File: config.mk
export PLATFORM = sky130hd
export DESIGN_NAME = dmem_ctrl
export DESIGN_NICKNAME = d
export VERILOG_FILES = /design/src/rtl/dmem_ctrl.sv
export SDC_FILE = /design/constraint.sdc
export NUM_CORES = 1
export LEC_CHECK = 0
export ABC_AREA = 1
export BUFFER_PORTS_ARGS = -buffer_cell sky130_fd_sc_hd__buf_2
export CORE_MARGIN = 3
export CORE_UTILIZATION = 40
export DETAILED_ROUTE_END_ITERATION = 7
export PLACE_DENSITY_LB_ADDON = 0.2
export SLEW_MARGIN = 20
export SYNTH_ARGS = -nofsm -noshare
export SYNTH_HDL_FRONTEND = slang
export SYNTH_SLANG_ARGS = --single-unit
File: constraint.sdc
create_clock -name clk -period 1.6 [get_ports clk]
set_input_delay 0.08 -clock clk [delete_from_list [all_inputs] [get_ports clk]]
set_output_delay 0.08 -clock clk [all_outputs]
set_load 0.02 [all_outputs]
File: src/rtl/dmem_ctrl.sv
// rtl/dmem_ctrl.sv - data-memory controller: sized, aligned loads/stores over a req/gnt/rvalid bus
// One access in flight; stalls the pipeline until the bus completes or times out.
module dmem_ctrl #(
   parameter int TIMEOUT = 255
) (
   input  logic        clk,
   input  logic        reset,
   input  logic        MemReadM,
   input  logic        MemWriteM,
   input  logic [2:0]  Funct3M,
   input  logic [31:0] ALUResultM,
   input  logic [31:0] WriteDataM,
   output logic [31:0] ReadDataM,
   output logic        StallM,
   output logic        MisalignM,
   output logic        BusErrM,
   output logic        bus_req,
   output logic        bus_we,
   output logic [31:0] bus_addr,
   output logic [31:0] bus_wdata,
   output logic [3:0]  bus_be,
   input  logic        bus_gnt,
   input  logic        bus_rvalid,
   input  logic [31:0] bus_rdata
);

   localparam int            CW      = (TIMEOUT > 2) ? $clog2(TIMEOUT) : 1;
   localparam logic [CW-1:0] TO_LAST = CW'(TIMEOUT - 1);

   typedef enum logic [1:0] {S_IDLE, S_REQ, S_WAIT, S_DONE} state_t;

   state_t        state_q;
   logic [CW-1:0] cnt_q;
   logic [31:0]   addr_q;
   logic [3:0]    be_q;
   logic [31:0]   wdata_q;
   logic          we_q;
   logic [2:0]    f3_q;
   logic [31:0]   rdata_q;
   logic          bus_req_q;
   logic          buserr_q;

   logic          req_any;
   logic          access;
   logic [3:0]    be_d;
   logic [31:0]   wdata_d;
   logic [7:0]    byte_sel;
   logic [15:0]   half_sel;
   logic [31:0]   ld_data_d;

   // Funct3M[1] covers lw and the unused 011 encoding alike.
   assign req_any   = MemReadM | MemWriteM;
   assign MisalignM = req_any & (((Funct3M[1:0] == 2'b01) & ALUResultM[0]) |
                                 (Funct3M[1] & (ALUResultM[1:0] != 2'b00)));
   assign access    = req_any & ~MisalignM;

   always_comb begin
      be_d    = 4'b1111;
      wdata_d = WriteDataM;
      case (Funct3M[1:0])
         2'b00: begin
            be_d    = 4'b0001 << ALUResultM[1:0];
            wdata_d = {4{WriteDataM[7:0]}};
         end
         2'b01: begin
            be_d    = 4'b0011 << ALUResultM[1:0];
            wdata_d = {2{WriteDataM[15:0]}};
         end
         default: ;
      endcase
   end

   assign byte_sel = bus_rdata[{addr_q[1:0], 3'b000} +: 8];
   assign half_sel = addr_q[1] ? bus_rdata[31:16] : bus_rdata[15:0];

   always_comb begin
      ld_data_d = bus_rdata;
      case (f3_q)
         3'b000:  ld_data_d = {{24{byte_sel[7]}}, byte_sel};
         3'b100:  ld_data_d = {24'h000000, byte_sel};
         3'b001:  ld_data_d = {{16{half_sel[15]}}, half_sel};
         3'b101:  ld_data_d = {16'h0000, half_sel};
         default: ld_data_d = bus_rdata;
      endcase
   end

   always_ff @(posedge clk or negedge reset) begin
      if (!reset) begin
         state_q   <= S_IDLE;
         cnt_q     <= '0;
         addr_q    <= '0;
         be_q      <= '0;
         wdata_q   <= '0;
         we_q      <= 1'b0;
         f3_q      <= '0;
         rdata_q   <= '0;
         bus_req_q <= 1'b0;
         buserr_q  <= 1'b0;
      end else begin
         buserr_q <= 1'b0;
         case (state_q)
            S_IDLE: begin
               if (access) begin
                  addr_q    <= ALUResultM;
                  be_q      <= be_d;
                  wdata_q   <= wdata_d;
                  we_q      <= MemWriteM;
                  f3_q      <= Funct3M;
                  cnt_q     <= '0;
                  bus_req_q <= 1'b1;
                  state_q   <= S_REQ;
               end
            end
            S_REQ: begin
               if (bus_gnt) begin
                  bus_req_q <= 1'b0;
                  if (we_q) begin
                     state_q <= S_DONE;
                  end else if (bus_rvalid) begin
                     rdata_q <= ld_data_d;
                     state_q <= S_DONE;
                  end else begin
                     cnt_q   <= '0;
                     state_q <= S_WAIT;
                  end
               end else if (cnt_q == TO_LAST) begin
                  bus_req_q <= 1'b0;
                  buserr_q  <= 1'b1;
                  rdata_q   <= '0;
                  state_q   <= S_DONE;
               end else begin
                  cnt_q <= cnt_q + CW'(1);
               end
            end
            S_WAIT: begin
               if (bus_rvalid) begin
                  rdata_q <= ld_data_d;
                  state_q <= S_DONE;
               end else if (cnt_q == TO_LAST) begin
                  buserr_q <= 1'b1;
                  rdata_q  <= '0;
                  state_q  <= S_DONE;
               end else begin
                  cnt_q <= cnt_q + CW'(1);
               end
            end
            S_DONE:  state_q <= S_IDLE;
            default: state_q <= S_IDLE;
         endcase
      end
   end

   // Stall must rise in the accepting cycle, before the state register moves.
   assign StallM    = reset & (((state_q == S_IDLE) & access) |
                               (state_q == S_REQ) | (state_q == S_WAIT));
   assign bus_req   = bus_req_q;
   assign bus_we    = bus_req_q & we_q;
   assign bus_addr  = {addr_q[31:2], 2'b00};
   assign bus_wdata = wdata_q;
   assign bus_be    = be_q;
   assign ReadDataM = rdata_q;
   assign BusErrM   = buserr_q;

endmodule
Word-level counts from Yosys, hierarchy flattened

Index checks and enable logic that the tools add are counted.

Bits in registers: 116
Input bits: 105
Output and inout port bits: 105

$add $sub $neg: 1
Equal/unequal tests: 14
Shift-type cells: 3
Muxes and demuxes: 32
Bitwise logic cells: 12
Reductions and logical operators: 11

Operators by type and width:

| cell                  | count |
|---|---|
| $mux W32              | 5 |
| $pmux W32 S2          | 2 |
| $pmux W32 S4          | 1 |
| $mux W8               | 6 |
| $shiftx A32 B6 Y8     | 1 |
| $pmux W8 S3           | 1 |
| $mux W16              | 1 |
| $ne A3 B3 Y1 const B  | 4 |
| $add A8 B1 Y8 const B | 1 |
| $eq A8 B8 Y1 const B  | 1 |
| $mux W1               | 8 |
| $mux W2               | 4 |
| $pmux W2 S4           | 1 |
| $pmux W4 S2           | 1 |
| $and A1 B1 Y1         | 7 |
| $eq A3 B3 Y1 const B  | 2 |
| $reduce_and A3 Y1     | 2 |
| $reduce_bool A2 Y1    | 3 |
| $reduce_and A5 Y1     | 1 |
| $eq A2 B1 Y1 const B  | 2 |
| $eq A2 B2 Y1 const B  | 2 |
| $logic_not A2 Y1      | 2 |
| $ne A2 B2 Y1 const B  | 2 |
| $or A1 B1 Y1          | 4 |
| 8 further kinds       | 9 |

Longest topological paths before layout

Depth after elaboration: 10
Gate-level depth with buffers: 12
Depth with buffers taken out: 10

Least setup slack after synthesis

Ideal clock, no wire load.

Path kind: register -> register
Start point: register state_q[0]
End point: register rdata_q[15], in the netlist ReadDataM[15]
Setup time: 119 ps
Data arrival time: 1,559 ps
Data required time: 1,481 ps
Path slack: -78 ps
Cell stages (with the launch flop): 12
Buffers on the path: 2
Period minus slack after synthesis: 1,678 ps
Cell sequence: dfrtp_1 -> inv_1 -> ha_1 -> nor2_1 -> inv_1 -> nand2_1 -> buf_4 -> nor2_4 -> buf_6 -> nand2_1 -> o21ai_1 -> nor2_1

Longest elaborated chain between the ends: 3

Ends and longest elaborated chain:

| item                                                                       | RTL line | source |
|---|---|---|
| start, declared                                                            | 32       | `state_t state_q;` |
| start signal, assigned                                                     | 89       | `state_q <= S_IDLE;` |
| start signal, assigned                                                     | 111      | `state_q <= S_REQ;` |
| start signal, assigned                                                     | 118      | `state_q <= S_DONE;` |
| $eq A2 B1 Y1 / $eq A2 B2 Y1 (equally long branches)                        | 101      | `case (state_q)` |
| $ne A3 B3 Y1 (no source line) / $reduce_bool A2 Y1 (equally long branches) | n/a      |  |
| $reduce_and A3 Y1 (no source line)                                         | n/a      |  |
| end signal, assigned                                                       | 120      | `rdata_q <= ld_data_d;` |
| end signal, assigned                                                       | 137      | `rdata_q <= ld_data_d;` |
| end, declared                                                              | 39       | `logic [31:0] rdata_q;` |

Several ways; a longest one is shown, not always the timed one.
A chain may end at the register's enable or synchronous reset.

Worst setup path in the final report

Start point: register state_q[1]
End point: output StallM

Longest elaborated chain between the ends: 5

Ends and longest elaborated chain:

| item              | RTL line | source |
|---|---|---|
| $logic_not A2 Y1  | 154      | `assign StallM = reset & (((state_q == S_IDLE) & access) \|` |
| $and A1 B1 Y1     | 154      |  |
| $or A1 B1 Y1      | 154      |  |
| $or A1 B1 Y1 (*)  | 155      | `(state_q == S_REQ) \| (state_q == S_WAIT));` |
| $and A1 B1 Y1 (*) | 154      |  |
| end, declared     | 14       | `output logic StallM,` |

Every way passes the cells marked *; elsewhere a longest branch is shown, timed or not.

==> metrics.log <==
[metrics] run status: finished, violations left
[metrics] violations in the final reports: negative setup slack
[metrics] # placed instances: 1,314
[metrics] worst vdd ir: 0.930 mV
[metrics] vias in the first global route: 6,565
[metrics] most area-consuming cells after synthesis: dfrtp_1, nand2_1, nor2_1
[metrics] list of cells traversed by the critical path: buf_6 -> ha_4 -> nor2_4 -> inv_2 -> buf_6 -> o21a_1 -> buf_6
[metrics] first-pass GRT wire length: 32,400 um
[metrics] starting DRC count in detailed routing: 456
[metrics] total global routing overflow: 0
[metrics] Post-Synthesis Cells: 927
[metrics] data required time of the worst path: 1.52 ns
[metrics] leakage power of the design: 5.35 nW
[metrics] number of warnings issued by yosys: 0
[metrics] clock slew seen by the registers of the worst setup and hold paths: 0.06 ns
[metrics] maximum frequency from static timing analysis: 0.562 GHz
[metrics] Async S/R FF share, synth: 100%
[metrics] max-cap viol count: 0
[metrics] IO Count: 210
[metrics] worst path setup slack after routing: -0.180 ns
[metrics] stage delay of the slowest cell on the critical path: 0.42 ns
[metrics] via count: 6,958
[metrics] most frequent cells after synthesis: nand2_1, dfrtp_1, nor2_1, inv_1, a21oi_1
[metrics] cell area after synthesis: 6590 um^2
[metrics] CTS max path bufs: 2
[metrics] category of the critical setup timing path: reg -> out
[metrics] most numerous cell in the Yosys netlist: nand2_1
[metrics] antenna diode count: 0
[metrics] final max-slew violation count: 0
[metrics] Final Wtd Congestion: 0.885
[metrics] detailed-routing iteration count for the pre-antenna-repair pass: 5
[metrics] setup-violating endpoint count in the final report: 106
[metrics] fraction of the core area covered by cells at the end of the flow: 61.6%
[metrics] data arrival time at the worst-slack endpoint: 1.70 ns
[metrics] type of element capturing the critical path: primary output
[metrics] number of different library cells in the post-synthesis netlist: 32
[metrics] hold crit path type: in -> reg
[metrics] fraction of layout cells with a size suffix above 1: 29.8%
[metrics] flop and latch count out of synthesis: 116
[metrics] RSZ-0062 raised after global routing: true
[metrics] clock root buffer: clkbuf_16
[metrics] area growth from synthesis to layout: 49.6%
[metrics] cell with the largest stage delay on the worst path: dfrtp_2
[metrics] pin count of the biggest net entering global routing: 47
[metrics] Core Box Area: 16,000 um^2
[metrics] standard-cell row count: 46
[metrics] H-Tree Level Count: 4
[metrics] count of flip-flops with a built-in enable after synthesis: 0
[metrics] Critical Path Most Common Cell: buf_6
[metrics] synthesized area divided by synthesized cell count: 7.10 um^2
[metrics] Die X-Extent: 134 um
[metrics] antenna violations before repair: 0
[metrics] fin nets: 1,329
[metrics] Avg WL per Cell: 14.9 um
[metrics] total length of routed wires: 21,500 um
[metrics] Antenna Nets Post-Route: 0
[metrics] post-route DRC violation count: 0
[metrics] fraction of post-synthesis cell area in the top cell type by area: 44.1%
[metrics] final HPWL from detailed placement: 13,700 um
[metrics] Skew-Pair Late Insertion Delay: 0.42 ns
[metrics] Die Ht: 134 um
[metrics] number of clock sinks: 116
[metrics] sequential-to-total area share from yosys stat: 44.1%
[metrics] TritonCTS buffer count: 17
[metrics] Pwr per Cell Area: 1940 nW/um^2
[metrics] portion of the clock cycle consumed by the worst path in the final layout: 111%
[metrics] initial core utilization: 41.2%
[metrics] dominant synthesized flop cell: dfrtp_1
[metrics] time the worst path needs with I/O delays and setup: 1.78 ns
[metrics] non-filler instance count after layout: 1,446
[metrics] GRT Util Overall: 22.3%
[metrics] IO buf count: 207
[metrics] setup skew after layout: 0.00591 ns
[metrics] Die Area: 18,000 um^2
[metrics] worst-path maximum fanout: 5
[metrics] CP Launch Type: flop
[metrics] final hold vios: 0
[metrics] DR vias/cell: 4.81
[metrics] library cell occupying the most area in the post-synthesis netlist: dfrtp_1
[metrics] TritonCTS clock tree: built
## path summary, 6_finish.rpt
check | slack (ns) | startpoint | endpoint | cells after the start
max | -0.18 | state_q[1] | StallM | 7
min | 0.03 | ALUResultM[1] | bus_be[1] | 4
max reg2reg | -0.14 | state_q[1] | ReadDataM[28] | 10
min reg2reg | 0.46 | ReadDataM[31] | ReadDataM[31] | 2
max in group asynchronous | 0.81 | reset | bus_be[0] | 3
min in group asynchronous | 0.10 | reset | ReadDataM[29] | 2
## metrics by stage
stage	power [W]	hold slack (ns)	TNS [ns]	setup slack (ns)	cell area [um^2]
after floorplan	0.0112	-0.216	0	0.00426	6620
after global placement	0.0135	-0.00748	-3.91	-0.100	7800
after detailed placement	0.0136	-0.00227	-7.10	-0.174	7800
after CTS	0.0182	0.00851	-1.93	-0.191	9330
after global routing	0.0205	0.0199	-13.47	-0.233	9850
final	0.0191	0.0328	-4.25	-0.180	9850
## placed cells by master (no fill, tap or decap), drive strengths merged, types with 4 or more instances in the layout
cell | Yosys | final
nand2 | 384 | 384
buf | 65 | 263
dfrtp | 116 | 116
nor2 | 95 | 95
inv | 72 | 76
o21ai | 74 | 74
dlygate4sd3 | 0 | 70
a21oi | 55 | 55
nand3 | 32 | 32
clkbuf | 10 | 28
ha | 7 | 7
clkinv | 0 | 5
clkinvlp | 0 | 4
## sequential cells by signal (all words and copies together), names as in the netlist
name and count:
BusErrM 1, ReadDataM 32, addr_q 32, bus_be 4
bus_req 1, bus_wdata 32, cnt_q 8, f3_q 3
state_q 2, we_q 1
## per-layer routing
metal	up-vias	global-route usage, %	wire [um]
met3	32	6.38	1720
met5	-	0	0
li1	3442	-	-
met2	261	36.9	10200
met1	3223	28.0	9170
met4	0	7.69	412
## critical path: cells and delay by family (launching register included)
| kind | cells | cell delay (ns) |
|---|---|---|
| AO/OA/AOI/OAI | 1 | 0.17 |
| adder cells (fa/ha/maj) | 1 | 0.17 |
| buffers and inverters | 4 | 0.42 |
| flip-flops | 1 | 0.42 |
| AND/OR/NAND/NOR | 1 | 0.09 |
## timing repair
item | 4_1_cts | 5_1_grt
setup endpoints to repair | 104 | 95
gates resized for setup | 30 | 55
hold endpoints to repair | 185 | 0
hold buffers | 70 | 0
pin swaps | 13 | 25
cloned | 1 | 16
buffers inserted | 10 | 3
## final cells by class
| cell class | instances | area [um^2] |
|---|---|---|
| timing repair buffer | 344 | 2700 |
| timing repair inverter | 1 | 8.76 |
| inverter | 72 | 293 |
| tap | 216 | 270 |
| clock buffer | 17 | 425 |
| clock inverter | 15 | 179 |
| multi-input combinational | 665 | 3070 |
| sequential | 116 | 2900 |
| fill | 1452 | 6150 |
## kinds of logic after synthesis
family / Yosys count / share of synthesized area (%)
other: 1 / 0.0569
and+or+nand+nor: 517 / 31.4
DFF: 116 / 44.1
AOI/OAI and AO/OA: 137 / 10.9
adders and majority gates: 7 / 1.33
buffers and inverters: 147 / 12.0
xor gates and xnor gates: 2 / 0.266
## report_power, final
group	internal, W	switching [W]
Clock	0.00245	0.00147
Combinational	0.00402	0.00608
Sequential	0.00425	0.000856
Total	0.0107	0.00841
(Power assumes the default switching activity.)
